## config.mk

```make
export PLATFORM = sky130hd
export DESIGN_NAME = ex_div
export DESIGN_NICKNAME = d
export VERILOG_FILES = /design/src/rtl/ex_div.sv
export SDC_FILE = /design/constraint.sdc
export NUM_CORES = 1
export LEC_CHECK = 0
export ABC_CLOCK_PERIOD_IN_PS = 15100
export CAP_MARGIN = 20
export CELL_PAD_IN_SITES_DETAIL_PLACEMENT = 0
export CELL_PAD_IN_SITES_GLOBAL_PLACEMENT = 1
export CORE_AREA = 3 3 169 171
export DETAILED_ROUTE_END_ITERATION = 8
export DIE_AREA = 0 0 172 174
export GPL_TIMING_DRIVEN = 0
export PLACE_DENSITY_LB_ADDON = 0.3
export REMOVE_ABC_BUFFERS = 1
export SLEW_MARGIN = 20
export SYNTH_ARGS = -nofsm -noshare
export SYNTH_HDL_FRONTEND = slang
export SYNTH_SLANG_ARGS = --single-unit
```

## constraint.sdc

```tcl
create_clock -name clk -period 15.1 [get_ports clk]
set_input_delay 1.51 -clock clk [delete_from_list [all_inputs] [get_ports clk]]
set_output_delay 1.51 -clock clk [all_outputs]
set_load 0.1 [all_outputs]
```

## src/rtl/ex_div.sv

```systemverilog
// ex_div -- iterative radix-2 restoring divider for RV32M DIV/DIVU/REM/REMU.
//
// One operation is accepted in IDLE. The divider then performs one restoring
// step per clock for XLEN clocks, and busy_o stalls the pipeline while it works.
// The result leaves as a single-cycle register-file write (wen_o/w_addr_o/w_data_o).
// Divide-by-zero and signed overflow bypass the iteration and finish one clock
// after accept.
//
// Optional feature macro: DIV_EARLY_OUT_EN
//   defined   : when |dividend| < |divisor| (divisor nonzero), the result is
//               ready one clock after accept (quotient 0, remainder dividend).
//   undefined : those operands take the full iterative path.
//
// Ports
//   clk         clock, all state updates on posedge
//   rst         synchronous reset, active-low
//   start_i     request, sampled only in IDLE
//   op_i        00 DIV, 01 DIVU, 10 REM, 11 REMU
//   dividend_i  rs1 value, sampled with start_i
//   divisor_i   rs2 value, sampled with start_i
//   rd_addr_i   destination register, sampled with start_i
//   flush_i     abort the current operation, returning to IDLE with no write
//   busy_o      high from accept until the return to IDLE
//   wen_o       one-cycle result write strobe
//   w_addr_o    destination address, zero when wen_o is low
//   w_data_o    result, zero when wen_o is low
module ex_div #(
  parameter int XLEN   = 32,
  parameter int ADDR_W = 5
) (
  input  logic              clk,
  input  logic              rst,
  input  logic              start_i,
  input  logic [1:0]        op_i,
  input  logic [XLEN-1:0]   dividend_i,
  input  logic [XLEN-1:0]   divisor_i,
  input  logic [ADDR_W-1:0] rd_addr_i,
  input  logic              flush_i,
  output logic              busy_o,
  output logic              wen_o,
  output logic [ADDR_W-1:0] w_addr_o,
  output logic [XLEN-1:0]   w_data_o
);

  localparam int CNT_W = $clog2(XLEN);
  localparam logic [XLEN-1:0] MIN_NEG = {1'b1, {(XLEN-1){1'b0}}};

  typedef enum logic [1:0] {
    S_IDLE = 2'd0,
    S_CALC = 2'd1,
    S_DONE = 2'd2
  } state_e;

  state_e            state_q, state_d;
  logic [CNT_W-1:0]  cnt_q, cnt_d;
  logic [XLEN-1:0]   rem_q, rem_d;     // partial remainder (magnitude)
  logic [XLEN-1:0]   quo_q, quo_d;     // dividend shifting out, quotient shifting in
  logic [XLEN-1:0]   dvs_q, dvs_d;     // divisor magnitude
  logic [ADDR_W-1:0] rd_q, rd_d;
  logic              sel_rem_q, sel_rem_d;
  logic              neg_quo_q, neg_quo_d;
  logic              neg_rem_q, neg_rem_d;
  logic              spec_q, spec_d;   // quo_q/rem_q already hold final values
  logic              busy_q, busy_d;
  logic              wen_q, wen_d;
  logic [ADDR_W-1:0] w_addr_q, w_addr_d;
  logic [XLEN-1:0]   w_data_q, w_data_d;

  // Operand conditioning at accept time
  logic            signed_op_s, a_neg_s, b_neg_s, ovf_s;
  logic [XLEN-1:0] abs_a_s, abs_b_s;

  assign signed_op_s = ~op_i[0];
  assign a_neg_s     = signed_op_s & dividend_i[XLEN-1];
  assign b_neg_s     = signed_op_s & divisor_i[XLEN-1];
  assign abs_a_s     = a_neg_s ? -dividend_i : dividend_i;
  assign abs_b_s     = b_neg_s ? -divisor_i  : divisor_i;
  assign ovf_s       = signed_op_s & (dividend_i == MIN_NEG) & (&divisor_i);

  // One restoring step. The shifted remainder can reach 2*divisor, hence the
  // extra bit; the borrow of the trial subtract decides the quotient bit.
  logic [XLEN:0]   rem_sh_s, trial_s;
  logic            q_bit_s;
  logic [XLEN-1:0] rem_step_s, quo_step_s, quo_fix_s, rem_fix_s;

  assign rem_sh_s   = {rem_q, quo_q[XLEN-1]};
  assign trial_s    = rem_sh_s - {1'b0, dvs_q};
  assign q_bit_s    = ~trial_s[XLEN];
  assign rem_step_s = q_bit_s ? trial_s[XLEN-1:0] : rem_sh_s[XLEN-1:0];
  assign quo_step_s = {quo_q[XLEN-2:0], q_bit_s};
  assign quo_fix_s  = neg_quo_q ? -quo_step_s : quo_step_s;
  assign rem_fix_s  = neg_rem_q ? -rem_step_s : rem_step_s;

  logic [XLEN-1:0] res_s;

  // Next-state and datapath control
  always_comb begin
    state_d   = state_q;
    cnt_d     = cnt_q;
    rem_d     = rem_q;
    quo_d     = quo_q;
    dvs_d     = dvs_q;
    rd_d      = rd_q;
    sel_rem_d = sel_rem_q;
    neg_quo_d = neg_quo_q;
    neg_rem_d = neg_rem_q;
    spec_d    = spec_q;
    wen_d     = 1'b0;
    w_addr_d  = {ADDR_W{1'b0}};
    w_data_d  = {XLEN{1'b0}};
    res_s     = {XLEN{1'b0}};

    case (state_q)
      S_IDLE: begin
        if (start_i) begin
          state_d   = S_CALC;
          cnt_d     = {CNT_W{1'b0}};
          rd_d      = rd_addr_i;
          sel_rem_d = op_i[1];
          neg_quo_d = a_neg_s ^ b_neg_s;
          neg_rem_d = a_neg_s;
          dvs_d     = abs_b_s;
          rem_d     = {XLEN{1'b0}};
          quo_d     = abs_a_s;
          spec_d    = 1'b0;
          if (divisor_i == {XLEN{1'b0}}) begin
            spec_d = 1'b1;
            quo_d  = {XLEN{1'b1}};
            rem_d  = dividend_i;
          end else if (ovf_s) begin
            spec_d = 1'b1;
            quo_d  = MIN_NEG;
            rem_d  = {XLEN{1'b0}};
`ifdef DIV_EARLY_OUT_EN
          end else if (abs_a_s < abs_b_s) begin
            spec_d = 1'b1;
            quo_d  = {XLEN{1'b0}};
            rem_d  = dividend_i;
`endif
          end else begin
            spec_d = 1'b0;
          end
        end else begin
          state_d = S_IDLE;
        end
      end
      S_CALC: begin
        if (spec_q) begin
          state_d = S_DONE;
          res_s   = sel_rem_q ? rem_q : quo_q;
        end else begin
          rem_d = rem_step_s;
          quo_d = quo_step_s;
          cnt_d = cnt_q + CNT_W'(1);
          if (cnt_q == CNT_W'(XLEN-1)) begin
            state_d = S_DONE;
            res_s   = sel_rem_q ? rem_fix_s : quo_fix_s;
          end else begin
            state_d = S_CALC;
          end
        end
        // x0 writes keep full timing but never strobe
        if ((state_d == S_DONE) && (rd_q != {ADDR_W{1'b0}})) begin
          wen_d    = 1'b1;
          w_addr_d = rd_q;
          w_data_d = res_s;
        end else begin
          wen_d = 1'b0;
        end
      end
      S_DONE: begin
        state_d = S_IDLE;
      end
      default: begin
        state_d = S_IDLE;
      end
    endcase

    // Flush beats both a new request and a pending write
    if (flush_i) begin
      state_d  = S_IDLE;
      wen_d    = 1'b0;
      w_addr_d = {ADDR_W{1'b0}};
      w_data_d = {XLEN{1'b0}};
    end else begin
      state_d = state_d;
    end

    busy_d = (state_d != S_IDLE);
  end

  // State and output registers
  always_ff @(posedge clk) begin
    if (!rst) begin
      state_q   <= S_IDLE;
      cnt_q     <= {CNT_W{1'b0}};
      rem_q     <= {XLEN{1'b0}};
      quo_q     <= {XLEN{1'b0}};
      dvs_q     <= {XLEN{1'b0}};
      rd_q      <= {ADDR_W{1'b0}};
      sel_rem_q <= 1'b0;
      neg_quo_q <= 1'b0;
      neg_rem_q <= 1'b0;
      spec_q    <= 1'b0;
      busy_q    <= 1'b0;
      wen_q     <= 1'b0;
      w_addr_q  <= {ADDR_W{1'b0}};
      w_data_q  <= {XLEN{1'b0}};
    end else begin
      state_q   <= state_d;
      cnt_q     <= cnt_d;
      rem_q     <= rem_d;
      quo_q     <= quo_d;
      dvs_q     <= dvs_d;
      rd_q      <= rd_d;
      sel_rem_q <= sel_rem_d;
      neg_quo_q <= neg_quo_d;
      neg_rem_q <= neg_rem_d;
      spec_q    <= spec_d;
      busy_q    <= busy_d;
      wen_q     <= wen_d;
      w_addr_q  <= w_addr_d;
      w_data_q  <= w_data_d;
    end
  end

  assign busy_o   = busy_q;
  assign wen_o    = wen_q;
  assign w_addr_o = w_addr_q;
  assign w_data_o = w_data_q;

endmodule

```

==> results of run 1 <==
## area by class of cell
cell class,instances,area [sq um]
Multi-Input combinational cell,1395,9090
Inverter,60,225
Timing Repair Buffer,124,1370
Tap cell,341,427
Sequential cell,151,3030
Clock inverter,14,140
Fill cell,2656,12300
Clock buffer,18,429
## routing by layer
metal | wire length [um] | part of all wire (%) | global-route usage, %
met5 | 0 | 0 | 0
met2 | 19000 | 43 | 43.8
met3 | 4170 | 9.3 | 5.07
met1 | 20300 | 45 | 42.1
met4 | 1260 | 2.8 | 9.02
## Yosys cell counts, drive strengths merged (38+ instances only)
cell	instances	area [sq um]
ha	39	488
o211ai	38	290
nor2	135	514
nor3	50	262
xnor2	71	622
inv	58	218
a21oi	105	529
nand2	183	687
dfxtp	151	3020
xor2	48	420
clkbuf	92	347
a31oi	39	244
o21ai	136	681
nand3	54	270
## layout by cell type (no fill, tap or decap), types with 24 or more instances in the layout
cell / count
inv_1: 56
ha_1: 39
o211ai_1: 37
nand3_1: 54
o211a_1: 35
o21ai_0: 132
or3_1: 32
dfxtp_1: 150
o31ai_1: 34
nand2_1: 183
clkdlybuf4s50_1: 112
xnor2_1: 71
mux2i_1: 35
a21oi_1: 103
nor3_1: 49
a31oi_1: 39
xor2_1: 48
nor2_1: 131
a211oi_1: 27
nand4_1: 24
## power groups by stage
stage | clock network, mW | logic [mW] | registers, mW
CTS | 0.434 | 0.620 | 0.462
global route | 0.448 | 0.692 | 0.468
detailed placement | 0 | 0.616 | 0.471
global placement | 0 | 0.598 | 0.474
floorplan | 0 | 0.431 | 0.465
finish | 0.430 | 0.634 | 0.465
## sequential cells by signal (all words and copies together), names as in the netlist
register / flops
busy_o: 1
cnt_q: 5
dvs_q: 32
neg_quo_q: 1
neg_rem_q: 1
quo_q: 32
rd_q: 5
rem_q: 32
sel_rem_q: 1
spec_q: 1
state_q: 2
w_addr_o: 5
w_data_o: 32
wen_o: 1
## metrics by stage
step                cell area [sq um]  hold WS [ns]  utilization [%]
finish                          14700         0.465             54.4
detailed placement              14100         0.456             52.3
global route                    14700         0.501             54.4
floorplan                       12300         0.439                -
global placement                13800         0.449             51.2
CTS                             14700         0.468             54.4
## worst max-delay path, stage by stage, from the launching register on
cell and delay (ns):
dfxtp_1 0.47, inv_1 0.12, ha_1 0.19, inv_1 0.06, fa_1 0.42, a211oi_1 0.48, o211ai_2 0.26, nand4_2 0.20
a2111oi_2 0.16, nor3_4 0.87, nor2_4 0.30, inv_2 0.61, o21ai_0 0.33, inv_1 0.12, ha_1 0.26, nor3b_1 0.28
nand4_1 0.19, o31a_1 0.38, a211o_1 0.31, or4b_1 0.49, a31oi_1 0.20
## logic make-up (layout without fill, tap and decap cells)
logic type | Yosys count | in the layout
adder cells (fa/ha/maj) | 40 | 40
AO/OA/AOI/OAI | 575 | 575
XOR/XNOR | 119 | 119
buffers and inverters | 176 | 216
multiplexers | 48 | 48
flip-flops | 151 | 151
AND/OR/NAND/NOR | 613 | 613
## how the worst max path moves through the flow
stage               slack, ns  depth (start not counted)           end      start
CTS                      8.51                         20  w_data_o[30]  quo_q[31]
finish                   8.32                         20  w_data_o[30]  quo_q[31]
global placement         7.10                          9  w_data_o[23]        rst
global route             8.00                         20  w_data_o[30]  quo_q[31]
detailed placement       8.54                         20  w_data_o[30]  quo_q[31]
floorplan                9.79                         20  w_data_o[30]  quo_q[31]
==> results.toml, run 1 <==
[detailed_routing]
dr.pass1.iters = 8
drt-total-wl_mm = 44.7
vias_per_cell = 6.42
dr.first_iter.drc_count = 1463
postRouteAntennaNets = 0
drc = 0
post_drt_wl_per_cell_um = 21.3
via_count = 13493

[logic_synthesis]
synth_area_per_cell_sq_um = 7.40
synth_compound_area_share_pct = 30.9
yosysUniqueCellTypes = 89
yosys_warnings = 0
synth_top_family_by_area = "compound AO/OA/AOI/OAI gates"
synth_edf_count = 0
synth-seq-cells = 151
syn_inst = 1722
ys_seq_area_share_pct = 23.7
post_synth_mux_area_share_pct = 3.99
synthSimpleGateAreaFrac_pct = 23.7
synthAdderAreaFrac_pct = 3.99
async_reset_ff_share_pct = 0
syn_area_sq_um = 12700
synth_xor_area_share_pct = 8.18
synthFlopType = "dfxtp_1"

[critical_path]
r2r_slack_ns = 8.32
worst-setup-path-type = "reg -> reg"
worst-path-max-fanout = 36
rr_startpoint = "quo_q[31]"
worstReg2RegEnd = "w_data_o[30]"
reg2reg_depth = 20
crit_path_start_kind = "register"
crit_required_ns = 15.45
crit_arrival_ns = 7.14
end_kind = "register"

[floorplanning]
die_y_um = 174
fp.dieArea_sq_um = 29900
io_pins = 114
die_w_um = 172
core_sq_um = 27000
rows = 60
start_util_pct = 47.2

[power_and_ir_drop]
power_mw = 1.53
p_sw_mw = 0.635
p_int_mw = 0.894
switching_share_pct = 41.5
clkPwrFrac_pct = 28.1
ir_drop_v = 0.0000829
p_leak_nw = 5.48
comb_power_share_pct = 41.4
p_per_area_nw_per_um2 = 104
seqPwrFrac_pct = 30.4

[timing]
finalMaxSlewViolations = 0
setup_viol = 0
rsz0062_at_grt = "no"
setup_slack_ns = 8.32
slew_headroom_pct = 26.5
final.setup.tns_ns = 0
fmax_mhz = 147
hold_viol = 0
worstMarginPinSlew_ns = 1.09
fin_skew_ns = 0.0148
finalWorstPathRequiredPeriod_ns = 6.78
finalCritPeriodShare_pct = 44.9

[global_routing]
antenna_found_initial = 1
grt_pass1_vias = 12278
grt_remaining_overflow = 0
track_usage_pct = 29.0
grt_max_degree = 65
grt_pass1_wl_mm = 69.1

[min_path]
hold_depth = 2
whs_endpoint = "dvs_q[31]"
hold_start = "dvs_q[31]"
hold_path.class = "reg -> reg"

[placement]
post-place-cells = 2071
dp_hpwl_mm = 33.9
gp_congestion = 0.986
pre_cts_ws_ns = 8.54
io_buffers = 113

[cts]
tritoncts = "yes"
cts_buffers = 17
clock-root-buffer = "clkbuf_16"
post_cts_buffers = 0
cts.clk_slew.worst_paths_ns = 0.07
postCtsHoldBufs = 0
cts-resized-gates = 0
clk-insertion-delay-late_ns = 0.44
cts_buffer_depth = 2
htree_levels = 4
cts.sinks = 151

[layout]
area_delta_synth_final_pct = 15.4
nets = 1864
finalNonFillerCells = 2103
layout-drive-gt1-share_pct = 5.62
diodes = 0

[flow_run]
drv_cap = 0

[run_status]
status = "finished, final reports clean"
No activity file was read; power rests on OpenSTA's default activity.
==> inputs of run 2 (changes only) <==
ABC_CLOCK_PERIOD_IN_PS = 5770   (was 15100)
CORE_AREA = 3 3 185 187   (was 3 3 169 171)
DIE_AREA = 0 0 188 190   (was 0 0 172 174)
clock period = 5.77 ns   (was 15.1 ns; I/O delays follow)
==> run 2 against run 1 <==
Maximum frequency increased by 22%; largest power group unchanged; clock power increased to 2.8 times the previous value; critical endpoint unchanged; clock skew increased by 0.0019 ns.
==> results.toml, run 2 (synthesis results as in run 1) <==
[run_status]
status = "finished, final reports clean"

[layout]
area_delta_synth_final_pct = 17.3
finalNonFillerCells = 2210
layout_commonest_cell = "nand2_1"
layout-drive-gt1-share_pct = 6.17
diodes = 0
layout_common_cells = "nand2_1, dfxtp_1, nor2_1, o21ai_0, clkdlybuf4s50_1"
nets = 1870
final_area_sq_um = 14900

[detailed_routing]
post_drt_wl_per_cell_um = 21.6
drt-total-wl_mm = 47.7
dr.pass1.iters = 6
dr.first_iter.drc_count = 1366
drc = 0
postRouteAntennaNets = 0
vias_per_cell = 6.07
via_count = 13418

[floorplanning]
fp.dieArea_sq_um = 35700
rows = 66
core_sq_um = 32600
start_util_pct = 39.1
die_w_um = 188
io_pins = 114
die_y_um = 190

[timing]
fin_skew_ns = 0.0167
slew_headroom_pct = 22.3
finalCritPeriodShare_pct = 96.6
finalMaxSlewViolations = 0
final.setup.tns_ns = 0
worstMarginPinSlew_ns = 1.15
fmax_mhz = 179
hold_viol = 0
setup_viol = 0
finalWorstPathRequiredPeriod_ns = 5.58
setup_slack_ns = 0.194
rsz0062_at_grt = "no"

[global_routing]
track_usage_pct = 26.2
antenna_found_initial = 2
grt_pass1_wl_mm = 73.8
grt_pass1_vias = 12679
grt_max_degree = 70
grt_remaining_overflow = 0

[critical_path]
rr_startpoint = "rem_q[18]"
worst-path-max-fanout = 7
crit_required_ns = 6.12
worstReg2RegEnd = "w_data_o[30]"
crit_arrival_ns = 5.93
end_kind = "register"
worst-setup-path-type = "reg -> reg"
r2r_slack_ns = 0.19
reg2reg_depth = 15
crit_path_start_kind = "register"

[min_path]
whs_endpoint = "rd_q[2]"
hold_start = "rd_q[2]"
hold_depth = 2
hold_path.class = "reg -> reg"

[placement]
pre_cts_ws_ns = -0.858
io_buffers = 113
gp_congestion = 0.926
dp_hpwl_mm = 35.9
post-place-cells = 2172
place_area_sq_um = 14200

[power_and_ir_drop]
power_mw = 4.12
p_leak_nw = 5.51
p_per_area_nw_per_um2 = 276
ir_drop_v = 0.000224

[cts]
cts_buffer_depth = 2
postCtsHoldBufs = 0
cts.clk_slew.worst_paths_ns = 0.07
htree_levels = 4
cts_buffers = 17
clk-insertion-delay-late_ns = 0.45
clock-root-buffer = "clkbuf_16"
tritoncts = "yes"
cts.sinks = 151

[flow_run]
drv_cap = 0
==> run 2: worst max-delay path by stage <==
| stage | start | end |
|---|---|---|
| 2_1_floorplan | quo_q[31] | w_data_o[30] |
| 3_3_place_gp | quo_q[31] | w_data_o[30] |
| 3_5_place_dp | quo_q[31] | w_data_o[30] |
| 4_1_cts | rem_q[18] | w_data_o[30] |
| 5_1_grt | rem_q[18] | w_data_o[30] |
| 6_report | rem_q[18] | w_data_o[30] |
==> run 2: through the flow <==
stage	hold slack, ns	utilization (%)
after floorplan	0.439	-
after detailed placement	0.452	43.7
after CTS	0.461	45.7
final	0.462	45.8
after global placement	0.452	42.8
after global routing	0.491	45.8
==> run 2: final cells by class <==
cell class | instances | area [sq um]
flip-flops and latches | 151 | 3030
clock buffers | 18 | 450
inverters | 60 | 230
repair buffers | 128 | 1390
clock inverters | 14 | 161
well taps | 442 | 553
fillers | 3376 | 17700
multi-input cells | 1397 | 9140
==> run 2: critical path, cell delays in order, from the launching register on <==
cell and delay (ns):
dfxtp_1 0.61, ha_1 0.40, a21oi_1 0.33, o211ai_1 0.20, a211o_1 0.40, a221oi_4 0.60, a21oi_4 0.17, nor2_4 0.23
mux2i_2 0.39, ha_1 0.36, nor3b_2 0.24, nand4_1 0.17, o31a_1 0.39, a211o_1 0.31, or4b_1 0.47, a31oi_1 0.20
==> run 2: report_power, final <==
part	switching, mW	leakage, nW	internal, mW
Sequential	0.112	1.24	1.11
Combinational	1.06	3.98	0.636
Clock	0.526	0.289	0.675
Total	1.70	5.51	2.42
==> run 2: metal layers <==
| layer | GRT usage, % | part of all wire, % |
|---|---|---|
| met3 | 4.24 | 7.4 |
| met1 | 37.3 | 47 |
| met4 | 7.36 | 2.2 |
| met5 | 0 | 0 |
| met2 | 40.8 | 44 |
==> run 2: timing repair <==
action	CTS	global route
cloned	2	0
setup endpoints to repair	12	9
pin swaps	3	3
resized for setup	3	6
buffers inserted	3	1
